`src/rtl/vx_rop_dcr_queue.sv`:
```
// ROP DCR staging bank with a queue of committed render-output contexts.
// Writes land in a 12-register staging bank. A write to offset 12 (COMMIT)
// snapshots the bank into a circular FIFO of NUM_CTX contexts, which the
// consumer drains through a valid/ready handshake.
// Optional feature: define ROP_DCR_READBACK_EN to add a registered staging
// readback port (dcr_read_addr / dcr_read_data).

package vx_rop_dcr_pkg;

    typedef struct packed {
        logic       mask;
        logic [2:0] func;
    } rop_depth_t;

    typedef struct packed {
        logic [7:0] ref_val;
        logic [7:0] mask;
        logic [2:0] fail;
        logic [2:0] zfail;
        logic [2:0] zpass;
        logic [2:0] func;
    } rop_stencil_t;

    typedef struct packed {
        logic [2:0] a;
        logic [2:0] rgb;
    } rop_blend_mode_t;

    typedef struct packed {
        logic [3:0] dst_a;
        logic [3:0] dst_rgb;
        logic [3:0] src_a;
        logic [3:0] src_rgb;
    } rop_blend_func_t;

    typedef struct packed {
        logic [31:0]     cbuf_addr;
        logic [31:0]     cbuf_pitch;
        logic [31:0]     cbuf_mask;
        logic [31:0]     zbuf_addr;
        logic [31:0]     zbuf_pitch;
        rop_depth_t      depth;
        rop_stencil_t    stencil_front;
        rop_stencil_t    stencil_back;
        rop_blend_mode_t blend_mode;
        rop_blend_func_t blend_func;
        logic [31:0]     blend_const;
        logic [3:0]      logic_op;
    } rop_dcrs_t;

endpackage

module vx_rop_dcr_queue #(
    parameter int NUM_CTX   = 2,
    parameter int ADDR_BITS = 12,
    parameter int DCR_BASE  = 0,
    parameter int DCRS_W    = $bits(vx_rop_dcr_pkg::rop_dcrs_t)
) (
    input  logic                           clk,
    input  logic                           reset,
    input  logic                           dcr_write_valid,
    output logic                           dcr_write_ready,
    input  logic [ADDR_BITS-1:0]           dcr_write_addr,
    input  logic [31:0]                    dcr_write_data,
`ifdef ROP_DCR_READBACK_EN
    input  logic [ADDR_BITS-1:0]           dcr_read_addr,
    output logic [31:0]                    dcr_read_data,
`endif
    output logic                           ctx_valid,
    input  logic                           ctx_ready,
    output logic [DCRS_W-1:0]              ctx_dcrs,
    output logic [$clog2(NUM_CTX+1)-1:0]   ctx_count
);
    import vx_rop_dcr_pkg::*;

    localparam int PTR_W = (NUM_CTX > 1) ? $clog2(NUM_CTX) : 1;
    localparam int CNT_W = $clog2(NUM_CTX+1);
    localparam logic [ADDR_BITS-1:0] BASE_A   = ADDR_BITS'(DCR_BASE);
    localparam logic [ADDR_BITS-1:0] NUM_OFFS = ADDR_BITS'(13);
    localparam logic [3:0]           OFF_COMMIT = 4'd12;

    rop_dcrs_t          stage_r;
    logic [DCRS_W-1:0]  ctx_q [NUM_CTX];
    logic [PTR_W-1:0]   head_r, tail_r;
    logic [CNT_W-1:0]   count_r;

    logic [ADDR_BITS-1:0] wr_rel;
    logic                 wr_hit, wr_fire, push, pop;
    logic [3:0]           wr_idx;

    function automatic logic [PTR_W-1:0] next_ptr(input logic [PTR_W-1:0] p);
        return (p == PTR_W'(NUM_CTX-1)) ? '0 : p + 1'b1;
    endfunction

    // Address decode relative to DCR_BASE; anything outside 0..12 is a no-op.
    always_comb begin
        wr_rel  = dcr_write_addr - BASE_A;
        wr_hit  = (dcr_write_addr >= BASE_A) && (wr_rel < NUM_OFFS);
        wr_idx  = wr_rel[3:0];
        wr_fire = dcr_write_valid && dcr_write_ready;
        push    = wr_fire && wr_hit && (wr_idx == OFF_COMMIT);
        pop     = ctx_valid && ctx_ready;
    end

    assign dcr_write_ready = (count_r != CNT_W'(NUM_CTX));
    assign ctx_valid       = (count_r != '0);
    assign ctx_count       = count_r;
    assign ctx_dcrs        = ctx_q[head_r];

    // Staging bank: fields take their packed slice of the write data; COMMIT leaves it intact.
    always_ff @(posedge clk) begin
        if (reset) begin
            stage_r <= '0;
        end else if (wr_fire && wr_hit) begin
            case (wr_idx)
                4'd0:  stage_r.cbuf_addr     <= dcr_write_data;
                4'd1:  stage_r.cbuf_pitch    <= dcr_write_data;
                4'd2:  stage_r.cbuf_mask     <= dcr_write_data;
                4'd3:  stage_r.zbuf_addr     <= dcr_write_data;
                4'd4:  stage_r.zbuf_pitch    <= dcr_write_data;
                4'd5:  stage_r.depth         <= rop_depth_t'(dcr_write_data[3:0]);
                4'd6:  stage_r.stencil_front <= rop_stencil_t'(dcr_write_data[27:0]);
                4'd7:  stage_r.stencil_back  <= rop_stencil_t'(dcr_write_data[27:0]);
                4'd8:  stage_r.blend_mode    <= rop_blend_mode_t'(dcr_write_data[5:0]);
                4'd9:  stage_r.blend_func    <= rop_blend_func_t'(dcr_write_data[15:0]);
                4'd10: stage_r.blend_const   <= dcr_write_data;
                4'd11: stage_r.logic_op      <= dcr_write_data[3:0];
                default: ;
            endcase
        end
    end

    // Context storage: written at the tail on COMMIT; contents need no reset.
    always_ff @(posedge clk) begin
        if (push) begin
            ctx_q[tail_r] <= DCRS_W'(stage_r);
        end
    end

    // Queue control: circular pointers and occupancy, push and pop in the same cycle allowed.
    always_ff @(posedge clk) begin
        if (reset) begin
            head_r  <= '0;
            tail_r  <= '0;
            count_r <= '0;
        end else begin
            if (push) tail_r <= next_ptr(tail_r);
            if (pop)  head_r <= next_ptr(head_r);
            case ({push, pop})
                2'b10:   count_r <= count_r + 1'b1;
                2'b01:   count_r <= count_r - 1'b1;
                default: ;
            endcase
        end
    end

`ifdef ROP_DCR_READBACK_EN
    logic [ADDR_BITS-1:0] rd_rel;
    logic                 rd_hit;
    logic [31:0]          rd_mux;

    // Readback mux: staging field zero-extended, COMMIT and out-of-range offsets read 0.
    always_comb begin
        rd_rel = dcr_read_addr - BASE_A;
        rd_hit = (dcr_read_addr >= BASE_A) && (rd_rel < NUM_OFFS);
        rd_mux = '0;
        if (rd_hit) begin
            case (rd_rel[3:0])
                4'd0:  rd_mux = stage_r.cbuf_addr;
                4'd1:  rd_mux = stage_r.cbuf_pitch;
                4'd2:  rd_mux = stage_r.cbuf_mask;
                4'd3:  rd_mux = stage_r.zbuf_addr;
                4'd4:  rd_mux = stage_r.zbuf_pitch;
                4'd5:  rd_mux = 32'(stage_r.depth);
                4'd6:  rd_mux = 32'(stage_r.stencil_front);
                4'd7:  rd_mux = 32'(stage_r.stencil_back);
                4'd8:  rd_mux = 32'(stage_r.blend_mode);
                4'd9:  rd_mux = 32'(stage_r.blend_func);
                4'd10: rd_mux = stage_r.blend_const;
                4'd11: rd_mux = 32'(stage_r.logic_op);
                default: rd_mux = '0;
            endcase
        end
    end

    // Registered readback, one cycle after the address.
    always_ff @(posedge clk) begin
        if (reset) begin
            dcr_read_data <= '0;
        end else begin
            dcr_read_data <= rd_mux;
        end
    end
`endif

endmodule

```
`config.mk`:
```
export PLATFORM = sky130hd
export DESIGN_NAME = vx_rop_dcr_queue
export DESIGN_NICKNAME = d
export VERILOG_FILES = /design/src/rtl/vx_rop_dcr_queue.sv
export SDC_FILE = /design/constraint.sdc
export NUM_CORES = 1
export LEC_CHECK = 0
export BUFFER_PORTS_ARGS = -buffer_cell sky130_fd_sc_hd__buf_2
export CORE_MARGIN = 8
export CORE_UTILIZATION = 50
export CTS_CLUSTER_SIZE = 10
export DETAILED_ROUTE_END_ITERATION = 16
export PLACE_DENSITY = 0.7
export SLEW_MARGIN = 25
export SYNTH_ARGS = -nofsm -noshare
export SYNTH_HDL_FRONTEND = slang
export SYNTH_SLANG_ARGS = --single-unit
```
`constraint.sdc`:
```
create_clock -name clk -period 25.8 [get_ports clk]
set_clock_uncertainty 0.1 [all_clocks]
set_input_delay 5.16 -clock clk [delete_from_list [all_inputs] [get_ports clk]]
set_output_delay 5.16 -clock clk [all_outputs]
set_load 0.01 [all_outputs]
```
==> impl_results.md, run 1 <==
- Vias/cell: 5.25
- Final Hold Viols: 0
- Chip width: 266 µm
- Final Max Slew Viols: 0
- Int Power: 2150 µW
- Cts repair resizes: 0
- Yosys warnings: 0
- Post-Synthesis Net Count: 1919
- GR Util All Layers: 19.6%
- Via count: 16400
- P_sw: 519 µW
- Rel. slew slack: 28.7%
- Area of the core: 0.0617 mm²
- Post-Place Cells: 2938
- PortBufs: 329
- Worst setup SP type: input pin
- Number of global-route vias before repair: 16700
- Fmax achieved: 115 MHz
- Area contributors post-synth: edfxtp_1 (53%), dfxtp_1 (18%), mux2_2 (10%)
- Hold Crit Class: reg -> reg
- Reg-to-reg startpoint: ctx_count[0]$_SDFFE_PP0P_
- CTS tree: yes
- Crit path max fanout: 77
- Mux share of post-synthesis cell area: 19.0%
- # nets final: 2247
- Setup Viol. Count Final: 0
- GPL Wtd Cong: 0.785
- Net Sw Frac: 19.5%
- Adder-cell share of the synthesized area: 0.0400%
- DRT Wirelength: 71.5 mm
- DRT antenna net count: 0
- Xor and xnor area share after synthesis: 0.0841%
- Post-DP Area: 0.0336 mm²
- First-pass DRT Iterations: 5
- Largest net degree at the start of global routing: 91
- Post-Syn Instances: 1870
- Register area share after synthesis: 71.6%
- GR Overflow Total: 0
- Sequential power share: 53.1%
- Routed len/inst: 23.0 µm
- Leakage: 0.0134 µW
- Root Buffer: clkbuf_16
- Area Overhead vs Synth: 16.5%
- Io pins: 330
- Min Tclk post-route: 8.72 ns
- Post-route setup TNS: 0 ns
- Synthesized area: 0.0312 mm²
- Simple-Gate Fraction of Synth Area: 7.16%
- Crit share post-route: 33.8%
- Most frequent cells in the layout: edfxtp_1 (556), buf_2 (328), nand2b_1 (311)
- Largest area contributor in the netlist: edfxtp_1
- RSZ-0062 raised after global routing: no
- #FFs+latches synth: 839
- Starting density of the core: 50.6%
- CP Class: in -> reg
- Largest family of logic cells by synthesized area: multiplexers
- Full die area: 0.0707 mm²
- Rows: 91
- Clk slew on worst S/H paths: 0.06 ns
- Yosys cell types: 30
- Power share of the combinational group: 1.3%
- Number of buffers inserted for hold repair after clock tree synthesis: 0
- Num CTS Buffers: 94
- Outcome: finished, final reports clean
- Worst Tran Pin Value: 1.07 ns
- DRC viols: 0
- Endpoint type of the worst setup path: flop
- Sinks on Clock Net: 839
- Share of layout cells above drive strength 1: 33.0%
- ANT cells: 0
- Iteration-0 DRC Markers: 1123
- Clk pwr share: 45.6%
- Synth Area in Compound Gates: 0.0320%
- H-tree depth: 3
- Worst VDD drop: 0.0550 mV
- Avg Cell Area, Syn: 16.7 µm²
- Setup crit start: dcr_write_addr[10]
- Initial antenna violation count: 2
- CP Data Required Time: 25.94 ns
- HP Start: stage_r[267]$_SDFFE_PP0P_
- CP Data Arrival Time: 8.85 ns
- Clk buf depth: 3
- DP Wirelength: 43.8 mm
- Die Ht: 266 µm
- Final Cell Area: 0.0364 mm²
- Global-route wire length before repair: 105 mm
- Total Power: 2670 µW
- Max Cap Viol: 0
- Synth top area share: 53.4%
- Later-pin clock latency in the skew report: 0.61 ns
- Setup Buffers After CTS: 0
- Post-Layout Cell Count: 3113
- Most common cell after layout, fill and taps aside: edfxtp_1
- Power per Cell Area: 73.2 mW/mm²
## cells in the mapped netlist (all sizes together)
library cell / instances
a21oi: 1
and2: 2
and4: 2
and4b: 1
buf: 73
clkbuf: 49
dfxtp: 283
edfxtp: 556
ha: 1
inv: 1
mux2: 279
mux2i: 278
nand2: 1
nand2b: 311
nand4: 11
nor2: 9
nor2b: 4
nor3: 1
nor4: 1
o21ai: 1
or2: 1
or3: 1
xnor2: 2
xor2: 1
## routing by layer
| metal | part of all wire (%) | wire length, µm | global-route usage [%] |
|---|---|---|---|
| met1 | 43 | 30700 | 25.6 |
| met2 | 49 | 35100 | 32.8 |
| met3 | 5.3 | 3810 | 3.40 |
| met4 | 2.7 | 1960 | 6.85 |
| met5 | 0.017 | 12 | 0 |
## path summary, 6_finish.rpt
path	slack, ns	to	depth (start not counted)
max	17.08	ctx_q[0][164]$_DFFE_PP_	9
min	0.35	ctx_q[1][267]$_DFFE_PP_	0
max reg2reg	21.39	ctx_q[0][164]$_DFFE_PP_	8
min reg2reg	0.35	ctx_q[1][267]$_DFFE_PP_	0
## per-stage QoR
stage / hold WS [ns] / setup slack [ns] / utilization, %
after global routing: 0.354 / 16.81 / 59.0
after global placement: 0.331 / 16.04 / 54.2
after floorplan: 0.327 / 7.31 / -
after detailed placement: 0.337 / 16.43 / 54.4
after CTS: 0.342 / 17.09 / 58.9
final: 0.346 / 17.08 / 59.0
## kinds of logic after synthesis
family	after synthesis
compound gates	2
xor+xnor	3
fa+ha+maj	1
buf+inv	123
flops	839
mux	557
simple gates	345
## registers in the layout (all words and copies together), names as in the netlist, named ones only
| signal | cells |
|---|---|
| ctx_count | 2 |
| stage_r | 278 |
| ctx_q | 556 |
| head_r | 1 |
| tail_r | 1 |
## critical path, cell delays in order
cell and delay [ns]:
buf_2 0.10, nor4_1 0.25, and4b_2 0.57, nand2_1 0.29, nor2_4 0.16, buf_6 0.62, buf_4 0.56, buf_16 0.31
buf_4 0.71
## power groups by stage
stage               clock (µW)  sequential [µW]  combinational, µW
floorplan                    0             1440               20.4
global placement             0             1440               35.6
detailed placement           0             1440               35.7
CTS                       1240             1420               35.9
global route              1290             1420               37.0
finish                    1210             1420               35.2
## final cells by class
class	instances	area, µm²
Clock buffer	172	2770
Clock inverter	2	32.5
Fill cell	4681	25300
Inverter	1	3.75
Multi-Input combinational cell	908	8230
Sequential cell	839	22400
Tap cell	837	1050
Timing Repair Buffer	354	1950
Note: power is estimated with default switching activity, not from simulation.
==> run 2: changes to the inputs <==
Clock period 25.8 ns to 8.2 ns, I/O delays scaled along.
==> run 2 against run 1 <==
  * Clock-buffer cell count shrank 4
  * Worst setup slack lost 14 ns
  * Design area is essentially flat
  * Register-to-register slack lost 17 ns
  * Non-clock buffer count shrank 4
  * Critical path type is now reg -> out
==> impl_results.md, run 2 (synthesis results as in run 1) <==
- Sequential power share: 53.2% (about the same)
- Post-Place Cells: 2933 (-0.17%)
- Die Ht: 266 µm (unchanged)
- CP Data Arrival Time: 3.13 ns (-5.72 ns)
- Biggest register: ctx_q
- Fmax achieved: 205 MHz
- Clk slew on worst S/H paths: 0.06 ns (about the same)
- Number of buffers inserted for hold repair after clock tree synthesis: 0 (unchanged)
- Post-DP Area: 0.0336 mm² (about the same)
- H-tree depth: 3 (unchanged)
- RSZ-0062 raised after global routing: no
- Hold EP: ctx_q[1][24]$_DFFE_PP_
- Clk buf depth: 3 (unchanged)
- Sinks on Clock Net: 839 (unchanged)
- CP max stage delay: 0.77 ns (+0.06 ns)
- Rel. slew slack: 25.0% (-3.8 points)
- Worst r2r dst: ctx_q[1][110]$_DFFE_PP_
- Multi-input logic area: 0.00824 mm² (about the same)
- Final Hold Viols: 0 (unchanged)
- Int Power: 6720 µW (+210%)
- Full die area: 0.0707 mm² (unchanged)
- Setup Buffers After CTS: 0 (unchanged)
- Final Max Slew Viols: 0 (unchanged)
- Iteration-0 DRC Markers: 1213 (+8.0%)
- Worst VDD drop: 0.145 mV (+160%)
- Min Tclk post-route: 4.87 ns
- First-pass DRT Iterations: 5 (unchanged)
- Seq. cell area: 0.0224 mm² (unchanged)
- Crit share post-route: 59.4%
- Worst path slowest cell: buf_4
- Largest net degree at the start of global routing: 163 (+79%)
- HP Start: stage_r[24]$_SDFFE_PP0P_
- Crit path max fanout: 67 (-13%)
- Starting density of the core: 50.6% (unchanged)
- Most frequent cells in the layout: edfxtp_1 (556), buf_2 (328), nand2b_1 (310)
- # nets final: 2243 (-0.18%)
- Routed len/inst: 23.0 µm (+0.29%)
- Setup Viol. Count Final: 0 (unchanged)
- Final setup margin: 3.33 ns (-13.76 ns)
- Io pins: 330 (unchanged)
- Power per Cell Area: 230 mW/mm² (+210%)
- DRT antenna net count: 0 (unchanged)
- Endpoint type of the worst setup path: output port
- GR Overflow Total: 0 (unchanged)
- Pre-CTS worst setup slack: 3.10 ns (-13.33 ns)
- Depth of the worst register-to-register path: 6 (-2)
- Clk pwr share: 45.5% (about the same)
- Area Overhead vs Synth: 16.6% (about the same)
- DRC viols: 0 (unchanged)
- CP cell instances: buf_16 > buf_4 > mux2_2 > buf_2
- DRT Wirelength: 71.7 mm (+0.25%)
- Hold path cells: 0 (unchanged)
- DP Wirelength: 42.9 mm (-2.0%)
- P_sw: 1660 µW (+220%)
- Max Cap Viol: 0 (unchanged)
- Max reg flops: 556 (unchanged)
- Number of global-route vias before repair: 17000 (+1.2%)
- Post-route setup TNS: 0 ns (unchanged)
- Hold Crit Class: reg -> reg
- Vias/cell: 5.21 (-0.79%)
- GR Util All Layers: 19.8% (+0.26 points)
- Outcome: finished, final reports clean
- Num CTS Buffers: 94 (unchanged)
- Fillers: 4769 (+1.9%)
- Worst Tran Pin Value: 1.13 ns (+0.0584 ns)
- Chip width: 266 µm (unchanged)
- GPL Wtd Cong: 0.754 (-3.9%)
- Root Buffer: clkbuf_16
- R2r setup slk: 4.47 ns (-16.92 ns)
- Reg-to-reg startpoint: ctx_count[0]$_SDFFE_PP0P_
- Leakage: 0.0133 µW (about the same)
- Post-Layout Cell Count: 3112 (-0.032%)
- CTS tree: yes
- CP Data Required Time: 6.46 ns (-19.48 ns)
- PortBufs: 329 (unchanged)
- Power share of the combinational group: 1.4% (about the same)
- Share of layout cells above drive strength 1: 32.8% (-0.13 points)
- Final Cell Area: 0.0364 mm² (about the same)
- Global-route wire length before repair: 106 mm (+0.60%)
- Net Sw Frac: 19.8% (+0.29 points)
- CP Class: reg -> out
- Rows: 91 (unchanged)
- Later-pin clock latency in the skew report: 0.64 ns (+0.03 ns)
- Worst setup SP type: flop
- Initial antenna violation count: 2 (unchanged)
- Most common cell after layout, fill and taps aside: edfxtp_1
- Area of the core: 0.0617 mm² (unchanged)
- Largest delay share family, worst path: buffers and inverters
- Via count: 16200 (-0.83%)
- Cts repair resizes: 0 (unchanged)
- WP buf/inv: 3 (-2)
## run 2: cell types whose count changed in the layout (fill, tap and decap cells not counted), moves of 2 or more
cell,change
buf_6,-4
buf_12,+6
clkbuf_16,-3
inv_16,+2
buf_4,-5
clkbuf_8,-2
diode_2,+2
## run 2: layout make-up
cell class / count / area share (%)
antenna: 2 / 0.0137
clock buffer: 168 / 7.34
clock inverter: 7 / 0.337
inverter: 1 / 0.0103
multi-input combinational: 908 / 22.6
sequential: 839 / 61.4
tap: 837 / 2.88
timing repair buffer: 350 / 5.39
## run 2: metrics by stage
stage / utilization (%) / power, µW / hold WS [ns]
floorplan: - / 4610 / 0.327
global placement: 54.2 / 4660 / 0.332
detailed placement: 54.4 / 4660 / 0.338
CTS: 58.9 / 8470 / 0.346
global route: 59.0 / 8650 / 0.356
finish: 59.0 / 8380 / 0.345
## run 2: how the worst max path moves through the flow
stage / cells past startpoint / slack [ns] / start / end
2_1_floorplan: 5 / -2.07 / dcr_write_addr[10] / ctx_q[0][0]$_DFFE_PP_
3_3_place_gp: 7 / 3.11 / dcr_write_addr[10] / ctx_q[1][26]$_DFFE_PP_
3_5_place_dp: 7 / 3.10 / dcr_write_addr[10] / ctx_q[1][23]$_DFFE_PP_
4_1_cts: 4 / 3.27 / flop / ctx_dcrs[195]
5_1_grt: 4 / 3.18 / flop / ctx_dcrs[65]
6_report: 4 / 3.33 / flop / ctx_dcrs[224]
## run 2: power groups by stage
| stage | clock network, µW | registers (µW) | logic (µW) |
|---|---|---|---|
| after floorplan | 0 | 4540 | 64.3 |
| after global placement | 0 | 4540 | 116 |
| after detailed placement | 0 | 4540 | 117 |
| after CTS | 3900 | 4450 | 117 |
| after global routing | 4070 | 4450 | 121 |
| final | 3810 | 4460 | 115 |
## run 2: worst register-to-register path: cells and delay by family, from the launching register on
family / cells / cell delay [ns]
flip-flops: 1 / 0.48
AND/OR/NAND/NOR: 4 / 1.21
buffers and inverters: 2 / 1.48
## run 2: routing by layer
layer,global-route usage (%),vias to the layer above,part of all wire [%]
met5,0,-,0
met4,6.64,0,2.4
met3,3.98,97,5.5
met2,33.7,454,50
met1,25.4,8205,42
li1,-,7461,-
